File: src/rtl/board_io_pkg.sv
// rtl/board_io_pkg.sv - shared constants and types for the board user-I/O blocks
package board_io_pkg;

  localparam int unsigned NUM_USER_IO             = 8;
  localparam int unsigned DEFAULT_DEBOUNCE_CYCLES = 1000000;

  typedef struct packed {
    logic                   overrun;
    logic [NUM_USER_IO-1:0] rise;
    logic [NUM_USER_IO-1:0] fall;
  } evt_bundle_t;

  typedef enum logic {
    EVT_IDLE = 1'b0,
    EVT_HELD = 1'b1
  } evt_state_e;

endpackage

File: src/rtl/debounce_bit.sv
// rtl/debounce_bit.sv - synchronizer, debounce counter and stable level for one input
// SW_DEBOUNCE_EN selects the counter; without it the synchronized level is taken each cycle.
module debounce_bit
  import board_io_pkg::*;
#(
  parameter int unsigned DEBOUNCE_CYCLES = DEFAULT_DEBOUNCE_CYCLES,
  parameter int unsigned SYNC_STAGES     = 2
) (
  input  logic aclk,
  input  logic aresetn,
  input  logic raw,
  output logic state,
  output logic rose,
  output logic fell
);

`ifdef SW_DEBOUNCE_EN
  localparam bit USE_DEBOUNCE = 1'b1;
`else
  localparam bit USE_DEBOUNCE = 1'b0;
`endif

  logic [SYNC_STAGES-1:0] r_sync;
  logic                   r_state;
  logic                   w_sync;
  logic                   w_mismatch;
  logic                   w_toggle;

  always_ff @(posedge aclk) begin
    if (!aresetn) begin
      r_sync <= '0;
    end else begin
      r_sync <= {r_sync[SYNC_STAGES-2:0], raw};
    end
  end

  assign w_sync     = r_sync[SYNC_STAGES-1];
  assign w_mismatch = (w_sync != r_state);

  if (USE_DEBOUNCE && (DEBOUNCE_CYCLES > 1)) begin : g_counter
    localparam int unsigned     CW   = $clog2(DEBOUNCE_CYCLES);
    localparam logic [CW-1:0]   LAST = CW'(DEBOUNCE_CYCLES - 1);
    logic [CW-1:0] r_cnt;

    // Any return to equality, or an accepted toggle, restarts the count.
    always_ff @(posedge aclk) begin
      if (!aresetn) begin
        r_cnt <= '0;
      end else if (w_mismatch && (r_cnt != LAST)) begin
        r_cnt <= r_cnt + CW'(1);
      end else begin
        r_cnt <= '0;
      end
    end

    assign w_toggle = w_mismatch && (r_cnt == LAST);
  end else begin : g_direct
    assign w_toggle = w_mismatch;
  end

  always_ff @(posedge aclk) begin
    if (!aresetn) begin
      r_state <= 1'b0;
    end else if (w_toggle) begin
      r_state <= ~r_state;
    end
  end

  assign state = r_state;
  assign rose  = w_toggle & ~r_state;
  assign fell  = w_toggle & r_state;

endmodule

File: src/rtl/debounced_inputs_8bits.sv
// rtl/debounced_inputs_8bits.sv - eight debounced switch inputs with coalescing edge-event handshake
// SW_DEBOUNCE_EN enables the per-bit debounce counters.
module debounced_inputs_8bits
  import board_io_pkg::*;
#(
  parameter int unsigned DEBOUNCE_CYCLES = DEFAULT_DEBOUNCE_CYCLES,
  parameter int unsigned SYNC_STAGES     = 2
) (
  input  logic                   aclk,
  input  logic                   aresetn,
  input  logic [NUM_USER_IO-1:0] sw_input,
  output logic [NUM_USER_IO-1:0] sw_state,
  output logic                   evt_valid,
  input  logic                   evt_ready,
  output logic [NUM_USER_IO-1:0] evt_rise,
  output logic [NUM_USER_IO-1:0] evt_fall,
  output logic                   evt_overrun
);

  logic [NUM_USER_IO-1:0] w_new_rise;
  logic [NUM_USER_IO-1:0] w_new_fall;
  logic                   w_new_any;
  evt_state_e             r_evt_state;
  evt_state_e             w_evt_state_nxt;
  evt_bundle_t            r_evt;
  evt_bundle_t            w_evt_nxt;

  for (genvar gi = 0; gi < NUM_USER_IO; gi++) begin : g_bit
    debounce_bit #(
      .DEBOUNCE_CYCLES(DEBOUNCE_CYCLES),
      .SYNC_STAGES    (SYNC_STAGES)
    ) u_bit (
      .aclk   (aclk),
      .aresetn(aresetn),
      .raw    (sw_input[gi]),
      .state  (sw_state[gi]),
      .rose   (w_new_rise[gi]),
      .fell   (w_new_fall[gi])
    );
  end

  assign w_new_any = |(w_new_rise | w_new_fall);

  always_ff @(posedge aclk) begin
    if (!aresetn) begin
      r_evt_state <= EVT_IDLE;
      r_evt       <= '0;
    end else begin
      r_evt_state <= w_evt_state_nxt;
      r_evt       <= w_evt_nxt;
    end
  end

  // A free register (idle, or accepted this cycle) takes fresh edges; a stalled one accumulates.
  always_comb begin
    w_evt_state_nxt = r_evt_state;
    w_evt_nxt       = r_evt;
    if ((r_evt_state == EVT_IDLE) || evt_ready) begin
      if (w_new_any) begin
        w_evt_state_nxt = EVT_HELD;
        w_evt_nxt       = '{overrun: 1'b0, rise: w_new_rise, fall: w_new_fall};
      end else if (r_evt_state == EVT_HELD) begin
        w_evt_state_nxt = EVT_IDLE;
        w_evt_nxt.rise  = '0;
        w_evt_nxt.fall  = '0;
      end
    end else begin
      w_evt_nxt.rise    = r_evt.rise | w_new_rise;
      w_evt_nxt.fall    = r_evt.fall | w_new_fall;
      w_evt_nxt.overrun = r_evt.overrun |
                          (|((w_new_rise | w_new_fall) & (r_evt.rise | r_evt.fall)));
    end
  end

  always_comb begin
    evt_valid   = (r_evt_state == EVT_HELD);
    evt_rise    = r_evt.rise;
    evt_fall    = r_evt.fall;
    evt_overrun = r_evt.overrun;
  end

endmodule

File: config.mk
export PLATFORM = sky130hd
export DESIGN_NAME = debounced_inputs_8bits
export DESIGN_NICKNAME = d
export VERILOG_FILES = /design/src/rtl/board_io_pkg.sv /design/src/rtl/debounce_bit.sv /design/src/rtl/debounced_inputs_8bits.sv
export SDC_FILE = /design/constraint.sdc
export NUM_CORES = 1
export LEC_CHECK = 0
export BUFFER_PORTS_ARGS = -buffer_cell sky130_fd_sc_hd__buf_2
export CORE_ASPECT_RATIO = 1.75
export CORE_MARGIN = 2
export CORE_UTILIZATION = 55
export CTS_BUF_LIST = sky130_fd_sc_hd__clkbuf_8
export DETAILED_ROUTE_END_ITERATION = 8
export PLACE_DENSITY = 0.81
export RECOVER_POWER = 25
export SYNTH_ARGS = -nofsm -noshare
export SYNTH_HDL_FRONTEND = slang
export SYNTH_SLANG_ARGS = --single-unit
File: constraint.sdc
create_clock -name aclk -period 2.3 [get_ports aclk]
set_input_delay 0.23 -clock aclk [delete_from_list [all_inputs] [get_ports aclk]]
set_output_delay 0.23 -clock aclk [all_outputs]
set_load 0.01 [all_outputs]
# [Yosys cells after proc, flatten, opt, wreduce, memory -nomap -nowiden]
# Cells that the tools add are included.
[word_totals] ff_bits=42 out_inout_bits=26 elab_cells=69
[classes] eq_ne=10 n_mux=5 n_bitwise=31 n_reduce_logical=3
[op_table] op="2-to-1 mux 16 bit" count=2
[op_table] op="OR 8 bit" count=4
[op_table] op="2-to-1 mux 17 bit" count=1
[op_table] op="bitwise AND 1 bit" count=16
[op_table] op="OR reduction 8 bit" count=2
[op_table] op="inverter 1 bit" count=9
[op_table] op="bitwise AND 8 bit" count=1
[op_table] op="!= test 1 bit" count=8
[op_table] op="!= test 3 bit (second input constant)" count=1
[op_table] op="2-to-1 mux 1 bit" count=2
[op_table] op="!= test 2 bit (second input constant)" count=1
[op_table] op="logical OR 1 bit" count=1
[op_table] op="OR 1 bit" count=1

# [Longest topological paths before layout]
[logic_depth] ltp_word=7 mapped_depth=7 ltp_nobuf=6

# [Hierarchy]
# From an unflattened synthesis, not the netlist that was laid out.
[hier_totals] cells_unflattened=181 hier_area_um2=1773.0
[modules_own_cells] mod="debounce_bit" n_inst=8 cells_per_inst=11 area_each_um2=120.1 seq_area_each_um2=60.1
[modules_own_cells] mod="debounced_inputs_8bits" n_inst=1 cells_per_inst=93 area_each_um2=812.0 seq_area_each_um2=360.3

# [Worst setup path before layout]
# OpenSTA, ideal clock, no wires.
[synth_timing] kind="register to register" start="register g_bit[4].u_bit.r_sync[1]" end="register r_evt (netlist bit evt_fall[3])" setup_ps=59 t_arrival_ps=1679 t_required_ps=2241 setup_slack_ps=563 path_stages_with_launch=8 synth_period_minus_slack_ps=1737 path_cell_list="dfxtp_1 inv_1 ha_1 nand4_1 or3_4 a21oi_4 buf_6 a22o_2"
[synth_via] elab_chain_len=6
[synth_lines] item="from (decl)" line="debounce_bit.sv:23" text="logic [SYNC_STAGES-1:0] r_sync;"
[synth_lines] item="from (signal assigned)" line="debounce_bit.sv:33" text="r_sync <= {r_sync[SYNC_STAGES-2:0], raw};"
[synth_lines] item="!= test 1 bit *" line="debounce_bit.sv:38" text="assign w_mismatch = (w_sync != r_state);"
[synth_lines] item="bitwise AND 1 bit, on equally long branches" line="debounce_bit.sv:70, debounce_bit.sv:71"
[synth_lines] item="OR 8 bit *" line="debounced_inputs_8bits.sv:42" text="assign w_new_any = |(w_new_rise | w_new_fall);"
[synth_lines] item="OR reduction 8 bit *" line="debounced_inputs_8bits.sv:42"
[synth_lines] item="2-to-1 mux 16 bit" line="debounced_inputs_8bits.sv:59" text="if (w_new_any) begin"
[synth_lines] item="2-to-1 mux 17 bit" line="debounced_inputs_8bits.sv:58" text="if ((r_evt_state == EVT_IDLE) || evt_ready) begin"
[synth_lines] item="to (signal assigned)" line="debounced_inputs_8bits.sv:50" text="r_evt <= w_evt_nxt;"
[synth_lines] item="to (decl)" line="debounced_inputs_8bits.sv:25" text="evt_bundle_t r_evt;"
# Every way passes the cells marked *; elsewhere a longest branch is shown, timed or not.
# A chain may end at the register's enable or synchronous reset.

# [Worst setup path in the final report]
# Ends and elaborated chain as after synthesis.

==> run metrics <==
outcome completed; vias in the first global route 1,172; gpl congestion approximately 0.86; ys flop type dfxtp_1; Leakage 0.9141 nW; Post-Syn Area 0.001680 mm^2; clock latency on the worst-skew pair ~300 ps; HP Class in -> reg; max_slew headroom 0.5857; diode count 0; GRT Overall Usage 0.1936; FFs w/ async S/R, synth 0; Filler Cells Inserted about 240; register area around 840 um^2; Vias/cell about 5.3; final setup violation count 0; commonest cells after routing, fill and taps aside 42 x dfxtp_1, 34 x buf_2, 21 x nor2_1; number of synthesized flops with an enable pin 0; reg-to-reg slack, setup around 270 ps; Clock Skews 11.28 ps; r2r worst-path depth 6; VDD IR-drop max approximately 0.74 mV; die width roughly 46 um; GR Overflow Total 0; Post-CTS Hold Buffers 0; vias post-DR ~1.2k; WP data required about 2500 ps; hold path start sw_input[6]; minimum clock period after layout about 2000 ps; Tcrit/Tclk final 0.8823; Max Cap Viol 0; synth warn 0; Final #Nets 219; Startpoint Class flip-flop; Hold EP g_bit[6].u_bit.r_sync[0]; Setup CP Type reg -> reg; largest net degree at the start of global routing 18; WP data arrival between 2000 and 2500 ps; Final Hold Fails 0; post-CTS sizing 0; core area just under 0.003 mm^2; Syn Area/Cell about 11 um^2; Fin Hold WS ~140 ps; initial antenna violation count 0; drt first pass iters 5; post-synthesis to final-layout area growth 16.46%; Vert. Die Dim ~77 um; Yosys reg bits 42; HPWL Detailed between 2000 and 2500 um; DRC 0; Avg WL per Cell 13.77 um; Root Buffer clkbuf_8; first-pass GRT wire length about 4900 um; Sum Neg Setup Slack 0 ps; Synth Net Count between 150 and 200; clk sink count between 40 and 50; commonest non-fill, non-tap cell in the layout dfxtp_1; clk buf depth 2; Worst-Margin Slew 619.2 ps; share of layout cells above drive strength 1 0.2746; Initial Util 0.5739; Power Density about 1100 mW/mm^2; Max Transition Viols Final 0; Crit. End Element flip-flop; Post-DRT Antenna Nets 0; Post-CTS Setup Inserts 0; DRT iter0 DRCs 20; CTS Buf Count 5; final WL slightly above 3000 um; Site Rows 26; synthesized instance count 160; clock slew at reported path FFs around 80 ps; FF-to-FF End evt_fall[3]; buffers added on ports 36; hold depth 2; count of cell types in the netlist 22; worst r2r src g_bit[4].u_bit.r_sync[1]; htree depth 2; area of the multi-input gates ~700 um^2; worst-path fanout max 16; Fmax 0.4928 GHz; I/O Pins 37; sequential area share after synthesis 0.5004; Die ar. 0.003531 mm^2; RSZ-0062 raised after global routing false; CTS tree yes
-- layer usage --
layer	global-route usage	part of all wire
met1	0.1731	0.36
met3	0.05882	0.056
met2	0.3437	0.56
met5	0	0
met4	0.1229	0.022
-- per-stage QoR --
| stage | instances | worst slack (ps) | total power, mW | util | area (um^2) |
|---|---|---|---|---|---|
| 6_report | 221 | 270.7 | 2.173 | 0.6684 | 1957 |
| 5_1_grt | 221 | 176.5 | 2.308 | 0.6684 | 1957 |
| 4_1_cts | 221 | 267.1 | 2.198 | 0.6692 | 1959 |
| 3_3_place_gp | 213 | 407.3 | 1.444 | 0.6205 | 1817 |
| 2_1_floorplan | 160 | 562.9 | 1.361 | - | 1680 |
| 3_5_place_dp | 213 | 295.5 | 1.483 | 0.6205 | 1817 |
-- kinds of logic (layout without fill, tap and decap cells) --
group	after synthesis	in the layout	synth area share
AOI/OAI and AO/OA	22	22	0.1206
xor gates and xnor gates	8	8	0.04170
and+or+nand+nor	44	44	0.1333
adders and majority gates	16	16	0.1191
DFF	42	42	0.5004
buffers and inverters	28	61	0.08488
-- synthesized netlist by cell type, types with 2 or more instances --
cell,instances,area [um^2]
o22ai_1,3,18.77
buf_4,8,60.06
inv_1,17,63.81
ha_1,16,200.2
a22o_2,8,80.08
dfxtp_1,42,840.8
nor2_1,21,78.83
a22o_1,8,70.07
and2_1,16,100.1
xor2_1,8,70.07
nand4_1,2,12.51
-- state kept, by name (all words and copies together), names as in the netlist --
name                flops
g_bit.u_bit.r_sync     16
g_bit.u_bit.state       8
evt_valid               1
evt_rise                8
evt_fall                8
evt_overrun             1
-- worst max-delay path, stage by stage, from the launching register on --
cell	delay, ps
dfxtp_1	350
inv_1	50
ha_1	340
nand4_1	170
or3_4	410
a21oi_4	410
a22o_2	230
-- how the worst max path moves through the flow --
stage / from / endpoint / cells past startpoint
after floorplan: g_bit[4].u_bit.r_sync[1] / evt_fall[3] / 7
after global placement: g_bit[4].u_bit.r_sync[1] / evt_fall[5] / 6
after detailed placement: g_bit[4].u_bit.r_sync[1] / evt_fall[3] / 6
after CTS: g_bit[4].u_bit.r_sync[1] / evt_fall[3] / 6
after global routing: g_bit[2].u_bit.r_sync[1] / evt_fall[3] / 6
final: g_bit[4].u_bit.r_sync[1] / evt_fall[3] / 6
-- power by group --
group | switching [mW] | total [mW] | internal, mW
Sequential | 0.0944 | 0.928 | 0.834
Combinational | 0.302 | 0.540 | 0.237
Clock | 0.243 | 0.706 | 0.463
-- layout make-up --
type	count	area share
tap	28	0.01790
multi-input combinational	90	0.3561
sequential	42	0.4297
clock buffer	6	0.04220
inverter	17	0.03261
timing repair buffer	36	0.09079
clock inverter	2	0.03069
Power figures use the tool's default switching activity.
